==> config.mk <==
export PLATFORM = sky130hd
export DESIGN_NAME = wb_trace_tx_flat
export DESIGN_NICKNAME = d
export VERILOG_FILES = /design/src/rtl/wb_trace_tx_if.sv /design/src/rtl/wb_trace_tx.sv /design/src/flat_wrapper.sv
export SDC_FILE = /design/constraint.sdc
export NUM_CORES = 1
export LEC_CHECK = 0
export CORE_MARGIN = 2
export CORE_UTILIZATION = 44
export CTS_CLUSTER_DIAMETER = 200
export DETAILED_ROUTE_END_ITERATION = 7
export DONT_BUFFER_PORTS = 1
export PLACE_DENSITY_LB_ADDON = 0.12
export SLEW_MARGIN = 20
export SYNTH_ARGS = -nofsm -noshare
export SYNTH_HDL_FRONTEND = slang
export SYNTH_SLANG_ARGS = --single-unit
==> constraint.sdc <==
create_clock -name clk -period 11.8 [get_ports clk]
set_input_delay 2.95 -clock clk [delete_from_list [all_inputs] [get_ports clk]]
set_output_delay 2.95 -clock clk [all_outputs]
set_load 0.02 [all_outputs]
==> src/rtl/wb_trace_tx_if.sv <==
// Trace/stream bundle for the commit-trace transmitter.
//   trace_*   retirement event from MEM/WB (valid, reg_write, rd_addr, pc, rd_data)
//   tx_*      byte-wide valid/ready stream towards the host/debug port
// slave  : transmitter side (consumes trace, drives tx_data/tx_valid)
// master : pipeline + sink side (drives trace and tx_ready)
interface wb_trace_tx_if;
  logic        trace_valid;
  logic        trace_reg_write;
  logic [4:0]  trace_rd_addr;
  logic [31:0] trace_pc;
  logic [31:0] trace_rd_data;
  logic [7:0]  tx_data;
  logic        tx_valid;
  logic        tx_ready;

  modport slave (
    input  trace_valid, trace_reg_write, trace_rd_addr, trace_pc, trace_rd_data,
    input  tx_ready,
    output tx_data, tx_valid
  );

  modport master (
    output trace_valid, trace_reg_write, trace_rd_addr, trace_pc, trace_rd_data,
    output tx_ready,
    input  tx_data, tx_valid
  );
endinterface

==> src/rtl/wb_trace_tx.sv <==
// Commit-trace transmitter: queues retired writeback events in a small FIFO and
// serialises each as a 10-byte record (HDR, {rw,00,rd}, pc LE, data LE).
// Ports:
//   clk, rst      clock, synchronous active-high reset
//   bus           wb_trace_tx_if.slave (trace input, tx byte stream)
//   fifo_count    records queued (excludes the one being transmitted)
//   overflow      sticky, a record was dropped since reset
//   drop_count    dropped records, saturating
//
// state | meaning
// IDLE  | nothing to send, waiting for a queued record
// LOAD  | head record captured into the shift register, bubble cycle
// SEND  | presenting byte idx, advancing on each handshake
module wb_trace_tx #(
  parameter int          DEPTH = 8,
  parameter int          XLEN  = 32,
  parameter logic [7:0]  HDR   = 8'hA5
) (
  input  logic                   clk,
  input  logic                   rst,
  wb_trace_tx_if.slave           bus,
  output logic [$clog2(DEPTH):0] fifo_count,
  output logic                   overflow,
  output logic [15:0]            drop_count
);

  localparam int AW    = $clog2(DEPTH);
  localparam int REC_W = 6 + 2 * XLEN;
  localparam int SR_W  = 16 + 2 * XLEN;
  localparam logic [3:0] LAST_IDX = 4'd9;

  typedef enum logic [1:0] {IDLE, LOAD, SEND} state_t;

  state_t            state_q, state_d;
  logic [REC_W-1:0]  mem [DEPTH];
  logic [AW:0]       wr_ptr, rd_ptr;
  logic [SR_W-1:0]   sreg_q;
  logic [3:0]        idx_q;
  logic              empty, full, pop, hs, push_ok, drop;
  logic [REC_W-1:0]  rec_in, head;
  logic [SR_W-1:0]   sreg_load;
  logic [7:0]        tx_data_c;
  logic              tx_valid_c;

  assign empty      = (wr_ptr == rd_ptr);
  assign full       = (wr_ptr[AW] != rd_ptr[AW]) && (wr_ptr[AW-1:0] == rd_ptr[AW-1:0]);
  assign fifo_count = wr_ptr - rd_ptr;

  assign rec_in  = {bus.trace_reg_write, bus.trace_rd_addr, bus.trace_pc, bus.trace_rd_data};
  assign head    = mem[rd_ptr[AW-1:0]];
  // Byte 0 sits in the low byte so transmission is a plain right shift.
  assign sreg_load = {head[XLEN-1:0], head[2*XLEN-1 -: XLEN],
                      head[REC_W-1], 2'b00, head[REC_W-2 -: 5], HDR};

  // A full FIFO still takes a push on the cycle its head is popped.
  assign push_ok = bus.trace_valid && (!full || pop);
  assign drop    = bus.trace_valid && !push_ok;

  assign bus.tx_data  = tx_data_c;
  assign bus.tx_valid = tx_valid_c;

  // The head is popped on the transition into LOAD rather than inside it, so
  // the slot frees on the B9 handshake edge and a push there is not dropped.
  always_comb begin
    state_d    = state_q;
    pop        = 1'b0;
    hs         = 1'b0;
    tx_valid_c = 1'b0;
    tx_data_c  = 8'h00;
    case (state_q)
      IDLE: begin
        if (!empty) begin
          pop     = 1'b1;
          state_d = LOAD;
        end
      end
      LOAD: state_d = SEND;
      SEND: begin
        tx_valid_c = 1'b1;
        tx_data_c  = sreg_q[7:0];
        if (bus.tx_ready) begin
          hs = 1'b1;
          if (idx_q == LAST_IDX) begin
            if (!empty) begin
              pop     = 1'b1;
              state_d = LOAD;
            end else begin
              state_d = IDLE;
            end
          end
        end
      end
      default: state_d = IDLE;
    endcase
  end

  always_ff @(posedge clk) begin
    if (rst) begin
      state_q    <= IDLE;
      wr_ptr     <= '0;
      rd_ptr     <= '0;
      sreg_q     <= '0;
      idx_q      <= '0;
      overflow   <= 1'b0;
      drop_count <= '0;
    end else begin
      state_q <= state_d;
      if (push_ok) wr_ptr <= wr_ptr + 1'b1;
      if (pop) begin
        rd_ptr <= rd_ptr + 1'b1;
        sreg_q <= sreg_load;
        idx_q  <= '0;
      end else if (hs) begin
        sreg_q <= {8'h00, sreg_q[SR_W-1:8]};
        idx_q  <= idx_q + 1'b1;
      end
      if (drop) begin
        overflow <= 1'b1;
        if (drop_count != 16'hFFFF) drop_count <= drop_count + 16'd1;
      end
    end
  end

  always_ff @(posedge clk) begin
    if (push_ok) mem[wr_ptr[AW-1:0]] <= rec_in;
  end

endmodule

==> src/flat_wrapper.sv <==
// flat-port wrapper written by rule: the top's interface ports become plain ports
module wb_trace_tx_flat 
#(
  parameter int          DEPTH = 8,
  parameter int          XLEN  = 32,
  parameter logic [7:0]  HDR   = 8'hA5
)
  (clk, rst, fifo_count, overflow, drop_count, bus_trace_valid, bus_trace_reg_write, bus_trace_rd_addr, bus_trace_pc, bus_trace_rd_data, bus_tx_ready, bus_tx_data, bus_tx_valid);
  wb_trace_tx_if bus_i ();
  input  logic clk;
  input  logic rst;
  output logic [$clog2(DEPTH):0] fifo_count;
  output logic overflow;
  output logic [15:0] drop_count;
  input wire logic [$bits(bus_i.trace_valid)-1:0] bus_trace_valid;
  input wire logic [$bits(bus_i.trace_reg_write)-1:0] bus_trace_reg_write;
  input wire logic [$bits(bus_i.trace_rd_addr)-1:0] bus_trace_rd_addr;
  input wire logic [$bits(bus_i.trace_pc)-1:0] bus_trace_pc;
  input wire logic [$bits(bus_i.trace_rd_data)-1:0] bus_trace_rd_data;
  input wire logic [$bits(bus_i.tx_ready)-1:0] bus_tx_ready;
  output wire logic [$bits(bus_i.tx_data)-1:0] bus_tx_data;
  output wire logic [$bits(bus_i.tx_valid)-1:0] bus_tx_valid;
  assign bus_i.trace_valid = bus_trace_valid;
  assign bus_i.trace_reg_write = bus_trace_reg_write;
  assign bus_i.trace_rd_addr = bus_trace_rd_addr;
  assign bus_i.trace_pc = bus_trace_pc;
  assign bus_i.trace_rd_data = bus_trace_rd_data;
  assign bus_i.tx_ready = bus_tx_ready;
  assign bus_tx_data = bus_i.tx_data;
  assign bus_tx_valid = bus_i.tx_valid;
  wb_trace_tx #(.DEPTH(DEPTH), .XLEN(XLEN), .HDR(HDR)) u_core (.clk(clk), .rst(rst), .bus(bus_i), .fifo_count(fifo_count), .overflow(overflow), .drop_count(drop_count));
endmodule
# After elaboration in Yosys (flattened, before gate mapping)
# Memory sizes are Yosys's and may differ from the RTL's. A register that Yosys moved wholly into a read port is not among the register bits.
# Index checks and enable logic that the tools add are counted.
[totals] reg_bits=111 ramBits=560 inputBits=74 out_inout_bits=30 wordCells=54 memories=1
[classes] n_addsub=5 eq_ne=10 muxes=19 reduce_logical=11
[mem_list] name="u_core.mem" depth=8 word_bits=70 read_ports=1 rd_clocked_by_memory_dff=1 wr=1 line_no="wb_trace_tx.sv:35" source="logic [REC_W-1:0] mem [DEPTH];"
[ops] op="2-to-1 mux 80 bit" n=2
[ops] op="adder 16 x 1 -> 16 bit, second input constant" n=1
[ops] op="inequality test 16 bit, second input constant" n=1
[ops] op="adder 4 x 1 -> 4 bit, second input constant" n=3
[ops] op="2-to-1 mux 1 bit" n=9
[ops] op="2-to-1 mux 8 bit" n=1
[ops] op="2-to-1 mux 2 bit" n=3
[ops] op="2-to-1 mux 3 bit" n=2
[ops] op="one-hot mux 2 bit (3 select lines)" n=1
[ops] op="== test 4 bit" n=1
[ops] op="== test 4 bit, second input constant" n=1
[ops] op="inequality test 2 bit, second input constant" n=2
[ops] op="subtractor 4 bit" n=1
[ops] op="== test 3 bit" n=1
[ops] op="logical AND 1 bit" n=3
[ops] op="AND reduction 3 bit" n=1
[ops] op="== test 2 x 1 -> 1 bit, second input constant" n=1
[ops] op="== test 2 bit, second input constant" n=1
[ops] op="logical NOT 1 bit" n=2
[ops] op="logical NOT 2 bit" n=1
[ops] op="inequality test 2 x 1 -> 1 bit, second input constant" n=1
[ops] op="one-hot mux 1 bit (2 select lines)" n=1
[ops] op="AND reduction 2 bit" n=1
[ops] op="nonzero test 2 bit" n=1
[ops] op="other kinds (3)" n=3

# Depth between registers and ports, before layout
[depth] depth_word=10 depth_mapped=9 ltp_nobuf=7

# Worst setup path after synthesis
# No wires, ideal clock.
[synth_path] path_type="input port to flip-flop" from="input port bus_tx_ready" to="memory u_core.mem[0][0] (netlist name) (enable)" setup_ns=0.671 t_arrival_ns=10.412 required_time_ns=11.129 slack_ns=0.716 path_stages=4 n_path_buf=0 path_cell_list="nand4b_1 -> a21oi_1 -> o21ai_1 -> nor4_1"
[synth_between] elab_chain_cells=6
[synth_lines] element="from (decl)" line_no="flat_wrapper.sv:20" source="input wire logic [$bits(bus_i.tx_ready)-1:0] bus_tx_ready;"
[synth_lines] element="2-to-1 mux 1 bit" line_no="wb_trace_tx.sv:81" source="if (bus.tx_ready) begin"
[synth_lines] element="one-hot mux 1 bit (2 select lines)" line_no="wb_trace_tx.sv:70" source="case (state_q)"
[synth_lines] element="logical OR 1 bit" line_no="wb_trace_tx.sv:56" source="assign push_ok = bus.trace_valid && (!full || pop);"
[synth_lines] element="logical AND 1 bit" line_no="wb_trace_tx.sv:56"
[synth_lines] element="2-to-1 mux 1 bit" line_no="wb_trace_tx.sv:125" source="if (push_ok) mem[wr_ptr[AW-1:0]] <= rec_in;"
[synth_lines] element="2-to-1 mux 1 bit (implied by the code)" line_no="wb_trace_tx.sv:125"
[synth_lines] element="to (decl)" line_no="wb_trace_tx.sv:35"
# No other way between the ends.

# Final worst setup path
[layout_path] from="input port bus_tx_ready" to="memory u_core.mem[5][56] (netlist name) (enable)"
# Same word-level chain as after synthesis.

==> impl_metrics.env <==
export IMPL_status="complete, no violations"
export IMPL_post_drt_via_cell_ratio=5.70
export IMPL_slowest_stage="nor2_4"
export IMPL_fillers=4818
export IMPL_antennaDiodeCount=0
export IMPL_wl_per_cell_um=24.3
export IMPL_syn_area_um2=25900
export IMPL_place_area_um2=26700
export IMPL_whs_endpoint="u_core.sreg_q[6]"
export IMPL_io_pins=104
export IMPL_vias=13000
export IMPL_crit_path_end_kind="register"
export IMPL_rrSetupSlack_ns=7.99
export IMPL_rsz0062_at_grt="no"
export IMPL_worstSkewPairLatency_ns=0.61
export IMPL_final_hold_viol_count=0
export IMPL_ys_seq_area_share_pct=73.8
export IMPL_nets=1536
export IMPL_clkTransAtPathRegs_ns=0.06
export IMPL_min_period_over_period_pct=47.2
export IMPL_min_path_cells=2
export IMPL_worst_pin_slew_ns=1.09
export IMPL_multi_input_area_um2=6420
export IMPL_reg2reg_depth=6
export IMPL_cts_root_buf="clkbuf_16"
export IMPL_postSynthNetCount=1534
export IMPL_drtIter0Drc=810
export IMPL_p_total_uw=6260
export IMPL_dp_hpwl_um=29900
export IMPL_cp_cell_sequence="nand4b_1 > a21oi_1 > o211ai_1 > nor2_4 > buf_4"
export IMPL_coreArea_um2=57900
export IMPL_cts_setup_buffers=0
export IMPL_setup_viol=0
export IMPL_layout_commonest_cell="edfxtp_1"
export IMPL_hp_start="u_core.sreg_q[6]"
export IMPL_grt_pass1_wl_um=84600
export IMPL_design_area_um2=29200
export IMPL_worst_clock_skew_ns=0.0154
export IMPL_synth_area_per_cell_um2=17.8
export IMPL_port_buffers=0
export IMPL_maxCapViolCount=0
export IMPL_final_cell_mix="edfxtp_1 (560), nand2_1 (158), mux4_2 (140), dfxtp_1 (111), clkbuf_16 (75)"
export IMPL_drc_errors=0
export IMPL_yosysWarnings=0
export IMPL_worstSetupPathType="in2reg"
export IMPL_r2r_start="u_core.idx_q[0]"
export IMPL_seq_area_um2=19100
export IMPL_antenna_found_initial=0
export IMPL_timing_final_crit_period_ns=5.56
export IMPL_die_x_um=247
export IMPL_critPathArrivalTime_ns=5.79
export IMPL_num_rows=88
export IMPL_synth_cell_types=42
export IMPL_firstDrtPassIters=5
export IMPL_gp_congestion=0.719
export IMPL_slew_viol_final=0
export IMPL_clockBufferDepth=3
export IMPL_die_area_um2=60800
export IMPL_grt_pass1_vias=13600
export IMPL_htreeDepth=3
export IMPL_grt_util_all_layers_pct=18.7
export IMPL_layout_drive_gt1_share_pct=19.3
export IMPL_ys_seq_elements=674
export IMPL_fmax_ghz=0.180
export IMPL_ir_drop_uv=220
export IMPL_die_h_um=247
export IMPL_wirelength_um=55300
export IMPL_setup_tns_ns=0
export IMPL_relSlewSlack_pct=27.4
export IMPL_p_leak_uw=0.00899
export IMPL_hold_buffers=0
export IMPL_synthCells=1451
export IMPL_required_ns=12.02
export IMPL_initial_core_util_pct=44.7
export IMPL_cp_start_kind="input pin"
export IMPL_fin_util_pct=50.4
export IMPL_critPathMaxStageDelay_ns=0.79
export IMPL_dp_cells=2144
export IMPL_timing_rr_end="u_core.mem[5][56]"
export IMPL_cts_made_buffers=71
export IMPL_layout_cells_non_filler=2276
export IMPL_grt_max_degree=106
export IMPL_crit_fanout=47
export IMPL_areaGrowthSynthToFinish_pct=12.9
export IMPL_cts_tree="yes"
export IMPL_cts_sinks=674
export IMPL_min_path_type="reg2reg"
export IMPL_ant_nets=0
export IMPL_grt_overflow_total=0
export IMPL_ctsResizeCount=0
export IMPL_p_per_area_nw_per_um2=214
flip-flops by register name (all words and copies together) (netlist names), named ones only:
signal and count:
u_core.sreg_q 80, u_core.mem 560, u_core.rd_ptr 4, u_core.wr_ptr 4, u_core.idx_q 4, u_core.state_q 2, u_core.drop_count 16, u_core.overflow 1
synthesized netlist by cell type, drive strengths merged:
cell | count | area share (%)
a2111oi | 1 | 0.034
a211o | 1 | 0.034
a211oi | 71 | 2.1
a21o | 1 | 0.029
a21oi | 29 | 0.56
a221oi | 1 | 0.034
a311oi | 63 | 2.1
a31oi | 4 | 0.097
and2 | 10 | 0.24
and3 | 5 | 0.12
and4 | 3 | 0.10
buf | 30 | 0.57
clkbuf | 65 | 0.94
dfxtp | 114 | 8.8
edfxtp | 560 | 65
fa | 1 | 0.077
ha | 8 | 0.39
inv | 10 | 0.15
mux2 | 2 | 0.087
mux2i | 2 | 0.077
mux4 | 140 | 12
nand2 | 159 | 2.3
nand2b | 1 | 0.024
nand3 | 6 | 0.14
nand4 | 7 | 0.17
nand4b | 1 | 0.034
nor2 | 26 | 0.38
nor2b | 74 | 1.8
nor3 | 13 | 0.25
nor4 | 4 | 0.097
o211ai | 2 | 0.058
o21ai | 8 | 0.15
o31ai | 4 | 0.12
or3 | 8 | 0.21
or4 | 4 | 0.12
xnor2 | 7 | 0.24
xor2 | 6 | 0.20
routing by layer:
| layer | wire length [µm] | track usage [%] |
|---|---|---|
| met5 | 0 | 0 |
| met4 | 856 | 5.28 |
| met3 | 2960 | 3.92 |
| met2 | 26800 | 30.1 |
| met1 | 24600 | 25.8 |
kinds of logic (layout without fill, tap and decap cells):
logic type / count (synthesis) / count (layout) / synth area share (%)
flops: 674 / 674 / 73.8
simple gates: 321 / 321 / 5.98
compound gates: 185 / 185 / 5.31
mux: 144 / 144 / 12.3
buf+inv: 105 / 165 / 1.66
xor+xnor: 13 / 13 / 0.440
fa+ha+maj: 9 / 9 / 0.464
critical path, delay by kind of cell:
| kind | cells | cell delay [ns] |
|---|---|---|
| buffers and inverters | 1 | 0.79 |
| AO/OA/AOI/OAI | 2 | 0.98 |
| AND/OR/NAND/NOR | 2 | 1.00 |
cell type report:
cell class	count	share of cell area [%]
Sequential cell	674	65.4
Multi-Input combinational cell	672	22.0
Clock buffer	93	6.76
Tap cell	765	3.28
Clock inverter	38	1.75
Timing Repair Buffer	24	0.685
Inverter	10	0.129
worst max-delay path by stage:
stage                 start  slack, ns                 to  cells after the start
4_1_cts        bus_tx_ready       6.18  u_core.mem[5][56]                      5
5_1_grt        bus_tx_ready       5.96  u_core.mem[5][57]                      5
2_1_floorplan  bus_tx_ready       0.72   u_core.mem[0][0]                      4
3_3_place_gp   bus_tx_ready       5.55  u_core.mem[5][57]                      5
3_5_place_dp   bus_tx_ready       5.55  u_core.mem[5][57]                      5
6_report       bus_tx_ready       6.24  u_core.mem[5][56]                      5
metrics by stage:
stage / worst slack, ns / hold slack [ns]
after floorplan: 0.716 / 0.432
after global placement: 5.55 / 0.444
after detailed placement: 5.55 / 0.448
after CTS: 6.18 / 0.457
after global routing: 5.96 / 0.478
final: 6.24 / 0.452
power breakdown:
part / leakage (µW) / switching [µW] / internal, µW
clock network: 0.00121 / 907 / 1450
logic: 0.00176 / 553 / 419
registers: 0.00603 / 156 / 2770
(Power assumes the default switching activity.)
